<file path="config.mk">
export PLATFORM = sky130hd
export DESIGN_NAME = seq_shift_add_multiplier_flat
export DESIGN_NICKNAME = d
export VERILOG_FILES = /design/src/rtl/seq_shift_add_multiplier_if.sv /design/src/rtl/seq_shift_add_multiplier.sv /design/src/flat_wrapper.sv
export SDC_FILE = /design/constraint.sdc
export NUM_CORES = 1
export LEC_CHECK = 0
export BUFFER_PORTS_ARGS = -buffer_cell sky130_fd_sc_hd__buf_4
export CAP_MARGIN = 20
export CORE_AREA = 2 2 79 58
export CTS_CLUSTER_SIZE = 28
export DETAILED_ROUTE_END_ITERATION = 7
export DIE_AREA = 0 0 81 60
export HOLD_SLACK_MARGIN = 0.12
export PLACE_DENSITY = 0.88
export SYNTH_ARGS = -nofsm -noshare
export SYNTH_HDL_FRONTEND = slang
export SYNTH_SLANG_ARGS = --single-unit
</file>
<file path="constraint.sdc">
create_clock -name clock -period 1.7 [get_ports clock]
set_input_delay 0.34 -clock clock [delete_from_list [all_inputs] [get_ports clock]]
set_output_delay 0.34 -clock clock [all_outputs]
set_load 0.1 [all_outputs]
</file>
<file path="src/rtl/seq_shift_add_multiplier_if.sv">
`default_nettype none
// ============================================================================
// Module      : seq_shift_add_multiplier_if
// Description : Request/adder/result bundle between a multiplier client,
//               the external combinational adder and the multiplier core.
// Revision    : 1.0 - initial release
// ============================================================================
interface seq_shift_add_multiplier_if #(
    parameter int WIDTH = 8
);
    logic                 start;
    logic [WIDTH-1:0]     mplr;
    logic [WIDTH-1:0]     mcand;
    logic [WIDTH-1:0]     add_a;
    logic [WIDTH-1:0]     add_b;
    logic [WIDTH-1:0]     add_result;
    logic                 busy;
    logic                 done;
    logic [2*WIDTH-1:0]   product;

    // Client side; it also closes the adder loop (add_a/add_b -> add_result).
    modport master (
        output start,
        output mplr,
        output mcand,
        output add_result,
        input  add_a,
        input  add_b,
        input  busy,
        input  done,
        input  product
    );

    modport slave (
        input  start,
        input  mplr,
        input  mcand,
        input  add_result,
        output add_a,
        output add_b,
        output busy,
        output done,
        output product
    );
endinterface
`default_nettype wire

</file>
<file path="src/rtl/seq_shift_add_multiplier.sv">
`default_nettype none
// ============================================================================
// Module      : seq_shift_add_multiplier
// Description : Unsigned shift-add multiplier, one iteration per clock,
//               using an external combinational adder; 2*WIDTH-bit product.
// Revision    : 1.0 - initial release
// ============================================================================
module seq_shift_add_multiplier #(
    parameter int WIDTH = 8
) (
    input  wire logic                   clock,
    input  wire logic                   clear,
    seq_shift_add_multiplier_if.slave   bus
);

    localparam int CW = $clog2(WIDTH) + 1;

    localparam logic [1:0]    c_IDLE = 2'd0;
    localparam logic [1:0]    c_RUN  = 2'd1;
    localparam logic [1:0]    c_DONE = 2'd2;
    localparam logic [CW-1:0] c_LAST = CW'(WIDTH - 1);

    logic [1:0]         r_state;
    logic [1:0]         w_state_nxt;

    logic [WIDTH-1:0]   r_acc;
    logic [WIDTH-1:0]   r_q;
    logic [WIDTH-1:0]   r_m;
    logic [CW-1:0]      r_count;
    logic [2*WIDTH-1:0] r_product;

    logic [WIDTH-1:0]   w_add_a;
    logic [WIDTH-1:0]   w_add_b;
    logic [WIDTH-1:0]   w_sum;
    logic               w_carry;
    logic [WIDTH-1:0]   w_acc_nxt;
    logic [WIDTH-1:0]   w_q_nxt;
    logic               w_last;

    assign w_add_a = r_acc;
    assign w_add_b = r_q[0] ? r_m : '0;
    assign w_sum   = bus.add_result;

    // The adder has no carry-out, so rebuild it from the operand and sum MSBs.
    assign w_carry = (w_add_a[WIDTH-1] & w_add_b[WIDTH-1])
                   | ((w_add_a[WIDTH-1] | w_add_b[WIDTH-1]) & ~w_sum[WIDTH-1]);

    assign w_acc_nxt = {w_carry, w_sum[WIDTH-1:1]};
    assign w_q_nxt   = {w_sum[0], r_q[WIDTH-1:1]};
    assign w_last    = (r_count == c_LAST);

    // ------------------------------------------------------------------
    // State register
    // ------------------------------------------------------------------
    always_ff @(posedge clock) begin
        if (clear) begin
            r_state <= c_IDLE;
        end else begin
            r_state <= w_state_nxt;
        end
    end

    // ------------------------------------------------------------------
    // Next-state logic
    // ------------------------------------------------------------------
    always_comb begin
        w_state_nxt = r_state;
        case (r_state)
            c_IDLE:  if (bus.start) w_state_nxt = c_RUN;
            c_RUN:   if (w_last)    w_state_nxt = c_DONE;
            c_DONE:  w_state_nxt = c_IDLE;
            default: w_state_nxt = c_IDLE;
        endcase
    end

    // ------------------------------------------------------------------
    // Outputs
    // ------------------------------------------------------------------
    always_comb begin
        bus.busy    = (r_state != c_IDLE);
        bus.done    = (r_state == c_DONE);
        bus.add_a   = w_add_a;
        bus.add_b   = w_add_b;
        bus.product = r_product;
    end

    // ------------------------------------------------------------------
    // Datapath
    // ------------------------------------------------------------------
    always_ff @(posedge clock) begin
        if (clear) begin
            r_acc     <= '0;
            r_q       <= '0;
            r_m       <= '0;
            r_count   <= '0;
            r_product <= '0;
        end else begin
            case (r_state)
                c_IDLE: begin
                    if (bus.start) begin
                        r_acc   <= '0;
                        r_q     <= bus.mplr;
                        r_m     <= bus.mcand;
                        r_count <= '0;
                    end
                end
                c_RUN: begin
                    r_acc   <= w_acc_nxt;
                    r_q     <= w_q_nxt;
                    r_count <= r_count + 1'b1;
                    if (w_last) begin
                        r_product <= {w_acc_nxt, w_q_nxt};
                    end
                end
                default: begin
                end
            endcase
        end
    end

endmodule
`default_nettype wire
</file>
<file path="src/flat_wrapper.sv">
// flat-port wrapper written by rule: the top's interface ports become plain ports
module seq_shift_add_multiplier_flat 
#(
    parameter int WIDTH = 8
)
  (clock, clear, bus_start, bus_mplr, bus_mcand, bus_add_result, bus_add_a, bus_add_b, bus_busy, bus_done, bus_product);
  seq_shift_add_multiplier_if #(.WIDTH(WIDTH)) bus_i ();
  input  wire logic clock;
  input  wire logic clear;
  input wire logic [$bits(bus_i.start)-1:0] bus_start;
  input wire logic [$bits(bus_i.mplr)-1:0] bus_mplr;
  input wire logic [$bits(bus_i.mcand)-1:0] bus_mcand;
  input wire logic [$bits(bus_i.add_result)-1:0] bus_add_result;
  output wire logic [$bits(bus_i.add_a)-1:0] bus_add_a;
  output wire logic [$bits(bus_i.add_b)-1:0] bus_add_b;
  output wire logic [$bits(bus_i.busy)-1:0] bus_busy;
  output wire logic [$bits(bus_i.done)-1:0] bus_done;
  output wire logic [$bits(bus_i.product)-1:0] bus_product;
  assign bus_i.start = bus_start;
  assign bus_i.mplr = bus_mplr;
  assign bus_i.mcand = bus_mcand;
  assign bus_i.add_result = bus_add_result;
  assign bus_add_a = bus_i.add_a;
  assign bus_add_b = bus_i.add_b;
  assign bus_busy = bus_i.busy;
  assign bus_done = bus_i.done;
  assign bus_product = bus_i.product;
  seq_shift_add_multiplier #(.WIDTH(WIDTH)) u_core (.clock(clock), .clear(clear), .bus(bus_i));
endmodule
</file>
==> results of run 1 <==
[repair_timing]
item | CTS | global route
resized for setup | 0 | 3
setup endpoints to repair | 0 | 3
hold endpoints to repair | 0 | 0
setup buffers | 0 | 0
[per-layer routing]
metal / vias to the layer above / track usage [%] / share of wire, %
met5: - / 0 / 0
li1: 901 / - / -
met4: 0 / 6.54 / 1.2
met2: 47 / 33.2 / 48
met1: 862 / 26.3 / 44
met3: 5 / 6.95 / 6.6
[cell families after synthesis]
logic type,after synthesis,synth area share [%]
compound gates,57,17.4
fa+ha+maj,2,1.19
buf+inv,22,6.76
flops,46,46.1
simple gates,105,28.6
[placed cells by master (no fill, tap or decap), types with 2 or more instances in the layout]
cell	Yosys	routed
clkbuf_1	6	2
nor4_1	8	8
a21oi_1	25	25
buf_4	2	68
clkbuf_8	0	5
nor2_1	23	23
nand2b_1	4	4
nor2b_1	4	3
and2_1	7	7
dfxtp_2	0	3
nand3_1	15	15
nand2_1	26	26
dfxtp_1	46	43
nor2_2	2	2
o21ai_0	16	16
inv_1	2	2
a21oi_2	10	10
nand3_2	8	8
[area by class of cell]
cell class | instances | share of cell area, %
sequential | 46 | 36.5
inverter | 2 | 0.296
tap | 55 | 2.72
clock buffer | 7 | 3.01
timing repair buffer | 68 | 20.2
multi-input combinational | 164 | 37.3
[worst max-delay path: stages, from the launching register on]
cell and delay [ns]:
dfxtp_2 0.38, or2_2 0.31, buf_4 0.24
[power by group through the flow]
| stage | Clock [uW] | Sequential (uW) | Combinational (uW) |
|---|---|---|---|
| floorplan | 0 | 1230 | 213 |
| global placement | 0 | 1180 | 355 |
| detailed placement | 0 | 1180 | 360 |
| CTS | 633 | 1160 | 361 |
| global route | 678 | 1170 | 385 |
| finish | 620 | 1160 | 359 |
[final timing paths]
check / to / slack, ns / start / depth (start not counted)
max: bus_busy / 0.13 / u_core.r_state[0]$_SDFFE_PP0P_ / 2
min: u_core.r_m[2]$_SDFFE_PP0P_ / 0.28 / bus_mcand[2] / 3
max reg2reg: u_core.bus.product[8]$_SDFFE_PP0P_ / 0.23 / u_core.r_count[0]$_SDFFE_PP0P_ / 4
min reg2reg: u_core.r_m[2]$_SDFFE_PP0P_ / 0.45 / u_core.r_m[2]$_SDFFE_PP0P_ / 2
[sequential cells by signal, summed over array words and instances (netlist names)]
register            cells
u_core.bus.product     16
u_core.r_m              8
u_core.r_state          2
u_core.r_q              8
u_core.r_count          4
u_core.bus.add_a        8
[metrics by stage]
stage               setup slack (ns)  hold slack (ns)  instances  power (uW)
global placement               0.316            0.441        335        1540
global route                  0.0715            0.289        342        2230
CTS                           0.0624            0.281        342        2150
finish                         0.131            0.285        342        2140
detailed placement             0.245            0.444        335        1540
floorplan                     0.0166            0.432        232        1440
==> metrics.txt, run 1 <==
run status=completed; first-pass GRT wire length=7560 um; Clk Latency, worst-skew pair=0.29 ns; critical path capture point type=output port; root buffer cell=clkbuf_8; Cells after Synth=232; fin area=0.00253 sq mm; Crit path arrival time=1.23 ns; share of cells above drive strength 1=35.9%; GRT Util Overall=20.6%; top cell type's share of synthesized area=46.1%; Final Net Count=315; drt drc=0; Bufs on Longest Clock Path=2; worst vdd ir=399 uV; largest area contributor in the synthesized netlist=dfxtp_1; gr ovfl total=0; FF+latch area=925 sq um; Vias/cell=5.31; CTS Sinks=46; Setup Skew=0.00239 ns; Ys Warns=0; Cell Area, Synth=0.00200 sq mm; Clk pwr share=29.0%; ys async rst share=0%; setup_tns=0 ns; Peak Freq=0.637 GHz; Critical Path RT=1.36 ns; Sw Ratio=28.7%; area of the multi-input gates=945 sq um; drt total wl=4630 um; crit path launch type=register; antenna violations before repair=0; fin crit share=92.3%; Starting Density=48.1%; Max Cap Violations=0; Pleak=0.00105 uW; Port Buffers=60; Detail Placement HPWL=3260 um; Die ar.=0.00486 sq mm; Filler cells=397; die width=81 um; top cells by area, synth=dfxtp_1 (46%), a21oi_1 (6.3%), nand2_1 (4.9%), a21oi_2 (4.4%), nor2_1 (4.3%); top_reg_cell synth=dfxtp_1; largest net degree at the start of global routing=48; syn nets=260; Area Growth Syn to Fin=26.7%; Final min period=1.57 ns; relative max-transition margin=63.9%; worst-path fanout max=10; Synth Area per Inst=8.61 sq um; Gate power share=16.8%; DP Area=0.00245 sq mm; most common cell in the synthesized netlist=dfxtp_1; post-synthesis cell type count=36; H-tree lvl count=2; pwr/cell area=845 mW/mm^2; Placer Congestion=0.782; ant diodes=0; vias in the first global route=1636; Yosys reg bits=46; core area=0.00415 sq mm; number of flops mapped to enable cells by yosys=0; Post-DRT Antenna Nets=0; slew at the pin closest to its max-slew limit=0.541 ns; site row count=20; Finished Core Util=61.0%; DIE HEIGHT=60 um; Clk pin slew, worst setup/hold paths=0.08 ns; via count=1815; top cells by count, synth=dfxtp_1 (46), nand2_1 (26), a21oi_1 (25); final setup fails=0; cts bufs inserted=5; Cell Int Power=1530 uW; Pre-antenna DRT Iters=4; DRT iter0 DRCs=100; hold buffers post-CTS=0; CTS tree=built; final slew viol count=0; final-report hold violation count=0; I/O pin count=61; RSZ-0062 raised after global routing=false; sequential share of the synthesized area=46.1%; Setup CP Type=register to output port; sw power=615 uW; WL per Instance=13.5 um; Tightest Hold Check Type=input port to register; Sequential Power Share=54.2%
Note: power is estimated with default switching activity, not from simulation.
==> run 2, diff against run 1 <==
--- a/config.mk
+++ b/config.mk
@@ -12,7 +12,7 @@
 export DETAILED_ROUTE_END_ITERATION = 7
 export DIE_AREA = 0 0 81 60
 export HOLD_SLACK_MARGIN = 0.12
-export PLACE_DENSITY = 0.88
+export PLACE_DENSITY = 0.79
 export SYNTH_ARGS = -nofsm -noshare
 export SYNTH_HDL_FRONTEND = slang
 export SYNTH_SLANG_ARGS = --single-unit
==> run 2 against run 1 <==
Effect of this change: routed wire length down 2.2%; clock skew up 0.0057 ns; global-route usage fell by 0.54 points; design area up 1.9%; critical path type unchanged; largest cell class unchanged.
==> metrics.txt, run 2 (synthesis gave the netlist of run 1 again) <==
Port Buffers=60; antenna violations before repair=0; post-CTS sizing=0; gr busiest metal=met1; site row count=20; Detail Placement HPWL=3130 um; Crit-path slowest cell=dfxtp_2; r2r startpoint=u_core.r_count[0]$_SDFFE_PP0P_; worst vdd ir=574 uV; Final Net Count=315; WHS=0.272 ns; Area Growth Syn to Fin=29.2%; Bufs on Longest Clock Path=2; DRT iter0 DRCs=108; core area=0.00415 sq mm; Clk pin slew, worst setup/hold paths=0.09 ns; relative max-transition margin=63.4%; commonest non-fill, non-tap cell in the layout=buf_4; Finished Core Util=62.1%; Die ar.=0.00486 sq mm; Vias/cell=5.16; H-tree lvl count=2; fin crit share=93.9%; RSZ-0062 raised after global routing=false; run status=completed; hold buffers post-CTS=0; Filler cells=395; slew at the pin closest to its max-slew limit=0.549 ns; Sw Ratio=28.2%; pwr/cell area=906 mW/mm^2; Max Cap Violations=0; Pre-antenna DRT Iters=4; Gate power share=15.3%; Starting Density=48.1%; Post-DRT Antenna Nets=0; Crit path arrival time=1.26 ns; Critical R2R Capture=u_core.bus.product[8]$_SDFFE_PP0P_; crit path launch type=register; Final min period=1.60 ns; Worst Setup SP=u_core.r_state[0]$_SDFFE_PP0P_; area of the multi-input gates=945 sq um; Pleak=0.00107 uW; sw power=660 uW; first-pass GRT wire length=7270 um; final-report hold violation count=0; GR Util met1=28.9%; Critical Path RT=1.36 ns; Peak Freq=0.626 GHz; drt total wl=4530 um; setup_tns=0 ns; Placer Congestion=0.790; max incr delay on CP=0.39 ns; post-CTS setup buffers=0; Sequential Power Share=49.6%; met3 Use GR=5.29%; gr ovfl total=0; final slew viol count=0; final setup fails=0; largest net degree at the start of global routing=48; drt drc=0; vias in the first global route=1505; ant diodes=0; hold endpoint=u_core.r_m[2]$_SDFFE_PP0P_; Hold Path Stages=3; Clk Latency, worst-skew pair=0.31 ns; FF+latch area=923 sq um; Register-to-Register Setup Slack=0.21 ns; CTS tree=built; die width=81 um; GR Util met2=28.2%; Setup CP Type=register to output port; most frequent cells in the layout=buf_4 (67), dfxtp_1 (44), nand2_1 (26); reg2reg path depth=4; cts bufs inserted=5; critical path, cell by cell=or2_2 > buf_4; Clk pwr share=35.1%; share of cells above drive strength 1=36.5%; min-delay src=bus_mcand[2]; Cell Int Power=1680 uW; CTS Sinks=46; Setup Skew=0.00808 ns; critical path capture point type=output port; I/O pin count=61; root buffer cell=clkbuf_8; via count=1770; Tightest Hold Check Type=input port to register; Largest register FFs=16; worst-path fanout max=10; DIE HEIGHT=60 um; GRT Util Overall=20.1%; WL per Instance=13.2 um
run 2: critical path: cells and delay by family (launching register included):
family,cells,cell delay [ns]
flip-flops,1,0.39
buffers and inverters,1,0.24
AND/OR/NAND/NOR,1,0.32
run 2: power groups by stage:
stage	clock (uW)	sequential, uW	combinational, uW
4_1_cts	838	1160	360
3_5_place_dp	0	1180	360
5_1_grt	877	1160	386
2_1_floorplan	0	1230	213
6_report	821	1160	359
3_3_place_gp	0	1180	356
run 2: final cells by class:
type	instances	area share, %
Sequential cell	46	35.8
Timing Repair Buffer	68	20.3
Tap cell	55	2.67
Clock buffer	5	2.67
Inverter	2	0.291
Clock inverter	3	1.75
Multi-Input combinational cell	164	36.6
run 2: worst max path at each step:
stage                                          end  slack [ns]
5_1_grt         u_core.bus.product[4]$_SDFFE_PP0P_        0.01
3_3_place_gp    u_core.bus.product[4]$_SDFFE_PP0P_        0.29
3_5_place_dp    u_core.bus.product[8]$_SDFFE_PP0P_        0.27
6_report                                  bus_busy        0.10
4_1_cts                                   bus_busy        0.03
2_1_floorplan  u_core.bus.product[15]$_SDFFE_PP0P_        0.02
run 2: metal layers:
layer,share of wire [%],wire (um),vias to the layer above
met2,43,1950,56
met1,48,2180,805
met4,1.7,76,0
li1,-,-,902
met5,0,0,-
met3,7.2,324,7
run 2: metrics by stage:
stage	total power [uW]	cell area, sq um	std cells	setup WS (ns)
floorplan	1440	2000	232	0.0166
global placement	1540	2460	335	0.293
detailed placement	1540	2460	335	0.266
CTS	2360	2580	343	0.0259
global route	2430	2580	343	0.0103
finish	2340	2580	343	0.103
